File: src/rtl/gaussian_filter_stream_if.sv
// Column-in / pixel-out stream bundle for the Gaussian filter.
// The slave view is the filter; the master view is the surrounding pipeline.
interface gaussian_filter_stream_if #(
    parameter int PW = 5
);
    logic            in_valid;
    logic            in_ready;
    logic [5*PW-1:0] in_col;
    logic            in_last;
    logic            out_valid;
    logic            out_ready;
    logic [PW-1:0]   pixel_out;
    logic            out_last;

    modport slave (
        input  in_valid, in_col, in_last, out_ready,
        output in_ready, out_valid, pixel_out, out_last
    );

    modport master (
        output in_valid, in_col, in_last, out_ready,
        input  in_ready, out_valid, pixel_out, out_last
    );
endinterface

File: src/rtl/gaussian_filter_stream.sv
// Streaming 5x5 / 3x3 Gaussian smoother over a sliding column window, strip by strip,
// with valid/ready on both sides and start/last/done frame control.
module gaussian_filter_stream #(
    parameter int PW      = 5,
    parameter int STRIP_W = 64,
    parameter int CNT_W   = 16
) (
    input  logic                   clk,
    input  logic                   reset,
    input  logic                   start,
    input  logic                   mode,
    gaussian_filter_stream_if.slave bus,
    output logic                   busy,
    output logic                   done,
    output logic [CNT_W-1:0]       out_count
);
    localparam int CW  = $clog2(STRIP_W + 1);
    localparam int SW5 = PW + 8;
    localparam int SW3 = PW + 4;
    localparam int SCW = PW + 15;

    localparam logic [3:0] K5 [5][5] = '{
        '{4'd2, 4'd4,  4'd5,  4'd4,  4'd2},
        '{4'd4, 4'd9,  4'd12, 4'd9,  4'd4},
        '{4'd5, 4'd12, 4'd15, 4'd12, 4'd5},
        '{4'd4, 4'd9,  4'd12, 4'd9,  4'd4},
        '{4'd2, 4'd4,  4'd5,  4'd4,  4'd2}
    };
    localparam logic [2:0] K3 [3][3] = '{
        '{3'd1, 3'd2, 3'd1},
        '{3'd2, 3'd4, 3'd2},
        '{3'd1, 3'd2, 3'd1}
    };

    typedef enum logic [1:0] {ST_IDLE, ST_FILL, ST_RUN, ST_DONE} state_e;
    typedef logic [5*PW-1:0] col_t;

    state_e           state_q, state_d;
    col_t             win_q [5];
    col_t             win_d [5];
    logic [CW-1:0]    col_cnt_q, col_cnt_d, cnt_inc;
    logic             mode_q, mode_d;
    logic             out_valid_q, out_valid_d;
    logic [PW-1:0]    pixel_q, pixel_d;
    logic             out_last_q, out_last_d;
    logic             done_q, done_d;
    logic [CNT_W-1:0] out_count_q, out_count_d;

    logic             in_ready, accept, out_hs, full, wrap;
    logic [SW5-1:0]   sum5;
    logic [SW3-1:0]   sum3, rnd3;
    logic [SCW-1:0]   scaled;
    logic [PW:0]      q5, q3, qsel;
    logic [PW-1:0]    filt;

    assign in_ready = (state_q == ST_FILL || state_q == ST_RUN) && (!out_valid_q || bus.out_ready);
    assign accept   = bus.in_valid && in_ready;
    assign out_hs   = out_valid_q && bus.out_ready;
    assign cnt_inc  = col_cnt_q + CW'(1);
    assign full     = cnt_inc >= CW'(5);
    assign wrap     = cnt_inc == CW'(STRIP_W);

    // Post-shift window: the filter always sees the window as it will be after this accept.
    always_comb begin
        for (int i = 0; i < 4; i++) win_d[i] = win_q[i+1];
        win_d[4] = bus.in_col;
    end

    always_comb begin
        sum5 = '0;
        sum3 = '0;
        for (int r = 0; r < 5; r++)
            for (int c = 0; c < 5; c++)
                sum5 = sum5 + SW5'(K5[r][c]) * SW5'(win_d[c][r*PW +: PW]);
        for (int r = 1; r < 4; r++)
            for (int c = 1; c < 4; c++)
                sum3 = sum3 + SW3'(K3[r-1][c-1]) * SW3'(win_d[c][r*PW +: PW]);
        // 103/2^14 approximates 1/159; the +8192 rounds to nearest.
        scaled = SCW'(sum5) * SCW'(103) + SCW'(8192);
        q5     = scaled[SCW-1:14];
        rnd3   = sum3 + SW3'(8);
        q3     = {1'b0, rnd3[SW3-1:4]};
        qsel   = mode_q ? q3 : q5;
        filt   = (qsel > {1'b0, {PW{1'b1}}}) ? {PW{1'b1}} : qsel[PW-1:0];
    end

    always_comb begin
        // NOTE: every next-state value gets a default first so no path infers a latch.
        state_d     = state_q;
        col_cnt_d   = col_cnt_q;
        mode_d      = mode_q;
        out_valid_d = out_valid_q;
        pixel_d     = pixel_q;
        out_last_d  = out_last_q;
        done_d      = 1'b0;
        out_count_d = out_count_q + CNT_W'(out_hs);

        if (out_hs) begin
            out_valid_d = 1'b0;
            out_last_d  = 1'b0;
            if (out_last_q) done_d = 1'b1;
        end

        case (state_q)
            ST_IDLE, ST_DONE: begin
                if (start) begin
                    state_d     = ST_FILL;
                    col_cnt_d   = '0;
                    mode_d      = mode;
                    out_count_d = '0;
                end
            end
            ST_FILL, ST_RUN: begin
                if (accept) begin
                    col_cnt_d = wrap ? '0 : cnt_inc;
                    if (full) begin
                        out_valid_d = 1'b1;
                        pixel_d     = filt;
                        out_last_d  = bus.in_last;
                    end
                    if (bus.in_last) begin
                        state_d = ST_DONE;
                        if (!full) done_d = 1'b1;
                    end else if (wrap) begin
                        state_d = ST_FILL;
                    end else if (full) begin
                        state_d = ST_RUN;
                    end
                end
            end
            default: state_d = ST_IDLE;
        endcase
    end

    always_ff @(posedge clk) begin
        if (reset) begin
            state_q     <= ST_IDLE;
            col_cnt_q   <= '0;
            mode_q      <= 1'b0;
            out_valid_q <= 1'b0;
            pixel_q     <= '0;
            out_last_q  <= 1'b0;
            done_q      <= 1'b0;
            out_count_q <= '0;
            // NOTE: the window is only five columns wide, so clearing it on reset is cheap and keeps state deterministic.
            for (int i = 0; i < 5; i++) win_q[i] <= '0;
        end else begin
            // NOTE: non-blocking assignments so every register samples the pre-edge values.
            state_q     <= state_d;
            col_cnt_q   <= col_cnt_d;
            mode_q      <= mode_d;
            out_valid_q <= out_valid_d;
            pixel_q     <= pixel_d;
            out_last_q  <= out_last_d;
            done_q      <= done_d;
            out_count_q <= out_count_d;
            if (accept) begin
                for (int i = 0; i < 5; i++) win_q[i] <= win_d[i];
            end
        end
    end

    assign bus.in_ready  = in_ready;
    assign bus.out_valid = out_valid_q;
    assign bus.pixel_out = pixel_q;
    assign bus.out_last  = out_last_q;
    assign busy          = (state_q == ST_FILL) || (state_q == ST_RUN);
    assign done          = done_q;
    assign out_count     = out_count_q;
endmodule

File: src/flat_wrapper.sv
// flat-port wrapper written by rule: the top's interface ports become plain ports
module gaussian_filter_stream_flat 
#(
    parameter int PW      = 5,
    parameter int STRIP_W = 64,
    parameter int CNT_W   = 16
)
  (clk, reset, start, mode, busy, done, out_count, bus_in_valid, bus_in_col, bus_in_last, bus_out_ready, bus_in_ready, bus_out_valid, bus_pixel_out, bus_out_last);
  gaussian_filter_stream_if #(.PW(PW)) bus_i ();
  input  logic clk;
  input  logic reset;
  input  logic start;
  input  logic mode;
  output logic busy;
  output logic done;
  output logic [CNT_W-1:0] out_count;
  input wire logic [$bits(bus_i.in_valid)-1:0] bus_in_valid;
  input wire logic [$bits(bus_i.in_col)-1:0] bus_in_col;
  input wire logic [$bits(bus_i.in_last)-1:0] bus_in_last;
  input wire logic [$bits(bus_i.out_ready)-1:0] bus_out_ready;
  output wire logic [$bits(bus_i.in_ready)-1:0] bus_in_ready;
  output wire logic [$bits(bus_i.out_valid)-1:0] bus_out_valid;
  output wire logic [$bits(bus_i.pixel_out)-1:0] bus_pixel_out;
  output wire logic [$bits(bus_i.out_last)-1:0] bus_out_last;
  assign bus_i.in_valid = bus_in_valid;
  assign bus_i.in_col = bus_in_col;
  assign bus_i.in_last = bus_in_last;
  assign bus_i.out_ready = bus_out_ready;
  assign bus_in_ready = bus_i.in_ready;
  assign bus_out_valid = bus_i.out_valid;
  assign bus_pixel_out = bus_i.pixel_out;
  assign bus_out_last = bus_i.out_last;
  gaussian_filter_stream #(.PW(PW), .STRIP_W(STRIP_W), .CNT_W(CNT_W)) u_core (.clk(clk), .reset(reset), .start(start), .mode(mode), .bus(bus_i), .busy(busy), .done(done), .out_count(out_count));
endmodule
File: config.mk
export PLATFORM = sky130hd
export DESIGN_NAME = gaussian_filter_stream_flat
export DESIGN_NICKNAME = d
export VERILOG_FILES = /design/src/rtl/gaussian_filter_stream_if.sv /design/src/rtl/gaussian_filter_stream.sv /design/src/flat_wrapper.sv
export SDC_FILE = /design/constraint.sdc
export NUM_CORES = 1
export LEC_CHECK = 0
export ABC_CLOCK_PERIOD_IN_PS = 24400
export BUFFER_PORTS_ARGS = -buffer_cell sky130_fd_sc_hd__buf_2
export CAP_MARGIN = 30
export CORE_ASPECT_RATIO = 1.25
export CORE_MARGIN = 2
export CORE_UTILIZATION = 55
export CTS_BUF_LIST = sky130_fd_sc_hd__clkbuf_8
export CTS_CLUSTER_DIAMETER = 150
export DETAILED_ROUTE_END_ITERATION = 6
export HOLD_SLACK_MARGIN = 0.12
export PLACE_DENSITY_LB_ADDON = 0.08
export REMOVE_ABC_BUFFERS = 1
export SLEW_MARGIN = 5
export SYNTH_ARGS = -nofsm -noshare
export SYNTH_HDL_FRONTEND = slang
export SYNTH_SLANG_ARGS = --single-unit
File: constraint.sdc
create_clock -name clk -period 24.4 [get_ports clk]
set_input_delay 4.88 -clock clk [delete_from_list [all_inputs] [get_ports clk]]
set_output_delay 4.88 -clock clk [all_outputs]
set_load 0.02 [all_outputs]
==> out/qor.yml <==
outcome:
  status: "complete, no violations"
synthesis:
  syn_inst: 1383
  yosysSeqAreaShare_pct: 24.8
  synth_cell_type_count: 53
  synthTopCellsByArea: "fa_1 31%, edfxtp_1 20%, ha_1 18%, inv_1 10%, dfxtp_1 4.6%"
  synth_top_cell_by_area: "fa_1"
  synth_area_um2: 14800
  postSynthAreaPerCell_um2: 10.7
  synth-async-reset-ratio_pct: 0
  yosysWarnings: 0
  ys_ff_latch: 134
  synth.top_cell.area_share_pct: 30.8
  synth_edf_count: 100
  synth_ff_type: "edfxtp_1"
timing:
  whs_ns: 0.505
  fin_skew_ns: 0.0154
  relSlewSlack_pct: 43.3
  maxSlewViolCount: 0
  fin_ws_ns: 9.00
  setup_tns_ns: 0
  period_share_pct: 63.1
  finalHoldViolations: 0
  finalSetupViolations: 0
  tightest_slew_ns: 0.850
  fmax_mhz: 64.9
  min_period_ns: 15.40
  rsz0062_at_grt: "no"
critical_path:
  reg2reg_slack_ns: 11.93
  cp.buffers_inverters: 11
  worstPathMaxFanout: 5
  cp_slowest_cell: "fa_1"
  critPathMaxStageDelay_ns: 0.57
  path_delay_family: "adder cells"
  cp_data_arrival_time_ns: 15.70
  reg2reg_from: "u_core.win_q[0][91]"
  critPathKind: "input pin to register"
  cpMostUsedCell: "fa_1"
  endpoint_kind: "register"
  startpoint_type: "input pin"
  cp.required_ns: 24.70
  startpoint: "bus_in_col[24]"
cells_and_area:
  drive_above_1_share_pct: 7.05
  instances_no_fill: 1791
  final_common_cell: "inv_1"
  nNetsFinal: 1904
  final_cell_mix: "405 x inv_1, 228 x fa_1, 209 x ha_1, 100 x edfxtp_1, 62 x and3_1"
  antenna_cells: 0
  syn_to_final_growth_pct: 6.66
run:
  max_cap_viol_count: 0
drt:
  vias: 9329
  first_pass_iters: 4
  drt_iter0_markers: 442
  antenna_left: 0
  routed_wl_um: 33100
  drcViolationCount: 0
  viasPerCell: 5.21
  avgRoutedWirePerCell_um: 18.5
floorplan:
  dieArea_um2: 28300
  die_x_um: 151
  start_util_pct: 55.6
  die_h_um: 188
  io-pin-count: 58
  rows: 67
  core-area_um2: 26700
global_route:
  grt_pass1_wl_um: 53100
  antenna_found_initial: 0
  grt_usage_pct: 25.4
  grt_max_degree: 77
  overflow: 0
  grt_pass1_vias: 9967
cts:
  cts_buffers: 17
  cts_buffer_depth: 2
  post_cts_buffers: 0
  root_buffer: "clkbuf_8"
  clkTransAtPathRegs_ns: 0.08
  cts_resized: 0
  ctsHtreeMaxLevel: 4
  clkSinkCount: 134
  cts_hold_buf: 0
  clock_latency_ns: 0.46
  cts_tree: "built"
place:
  gp_congestion: 0.886
  dpl.cell_count: 1760
  pre_cts_ws_ns: 8.47
  hpwl_um: 26900
  place.port_buffers: 57
worst_hold_path:
  hold_start: "u_core.col_cnt_q[6]"
  hp-class: "register to register"
==> worst min-delay path: cells and delay by family, from the launching register on <==
family           cells  cell delay, ns
flip-flops           1            0.34
AND/OR/NAND/NOR      1            0.08
AO/OA/AOI/OAI        1            0.06
==> cells by family (layout without fill, tap and decap cells) <==
| family | after synthesis | after routing | share of synthesized area [%] |
|---|---|---|---|
| adder cells (fa/ha/maj) | 437 | 437 | 48.4 |
| buffers and inverters | 433 | 496 | 11.1 |
| AND/OR/NAND/NOR | 222 | 222 | 7.88 |
| flip-flops | 134 | 134 | 24.8 |
| AO/OA/AOI/OAI | 107 | 107 | 4.73 |
| XOR/XNOR | 50 | 50 | 3.05 |
==> worst paths after layout <==
kind,end,cells past startpoint
setup reg to reg,u_core.bus.pixel_out[3],41
hold reg to reg,u_core.col_cnt_q[6],2
setup / recovery,u_core.bus.pixel_out[3],40
hold / removal,u_core.col_cnt_q[6],2
==> flip-flops by register name, indices dropped and copies added (netlist names) <==
name and cells:
u_core.out_count 16, u_core.done 1, u_core.bus.out_last 1, u_core.bus.pixel_out 5
u_core.win_q 100, u_core.mode_q 1, u_core.state_q 2, u_core.col_cnt_q 7
u_core.bus.out_valid 1
==> layer usage <==
metal  vias to the layer above  part of all wire, %  global-route usage [%]
met5                         -                    0                       0
met4                         0                  1.7                    6.29
met3                        27                  3.8                    3.43
met2                       176                   52                    43.6
met1                      4683                   42                    34.0
li1                       4443                    -                       -
==> Yosys cell counts, types with 2 or more instances <==
cell        n
ha_1      209
fa_1      228
or3_1       2
xor2_1     24
o21a_1      2
nand2_1    24
a311oi_1    3
buf_6       2
clkbuf_1   25
nand3_1    11
and2_1      5
o21ai_0    10
nand4_1     7
o21bai_1    6
a211oi_1    9
inv_1     403
xnor2_1    25
buf_1       3
and3_1     62
a21oi_1    39
nor3_1     51
nor2b_1     4
a31oi_1     3
nor2_1     44
dfxtp_1    34
a32oi_1     2
a21o_1     19
edfxtp_1  100
o211ai_1    3
==> final cells by class <==
cell class	instances	area (µm²)
multi-input combinational	816	9510
tap	345	432
clock inverter	13	95.1
fill	2377	10800
timing repair buffer	63	343
sequential	134	3680
clock buffer	17	234
inverter	403	1510
==> metrics by stage <==
step                      area [µm²]  util (%)
after floorplan                14700         -
after global placement         15500      58.0
after detailed placement       15500      58.0
after CTS                      15800      59.2
after global routing           15800      59.3
final                          15800      59.3
Power is not shown: default switching activity piles up to over one toggle a cycle in this logic, so the estimate is an artifact.
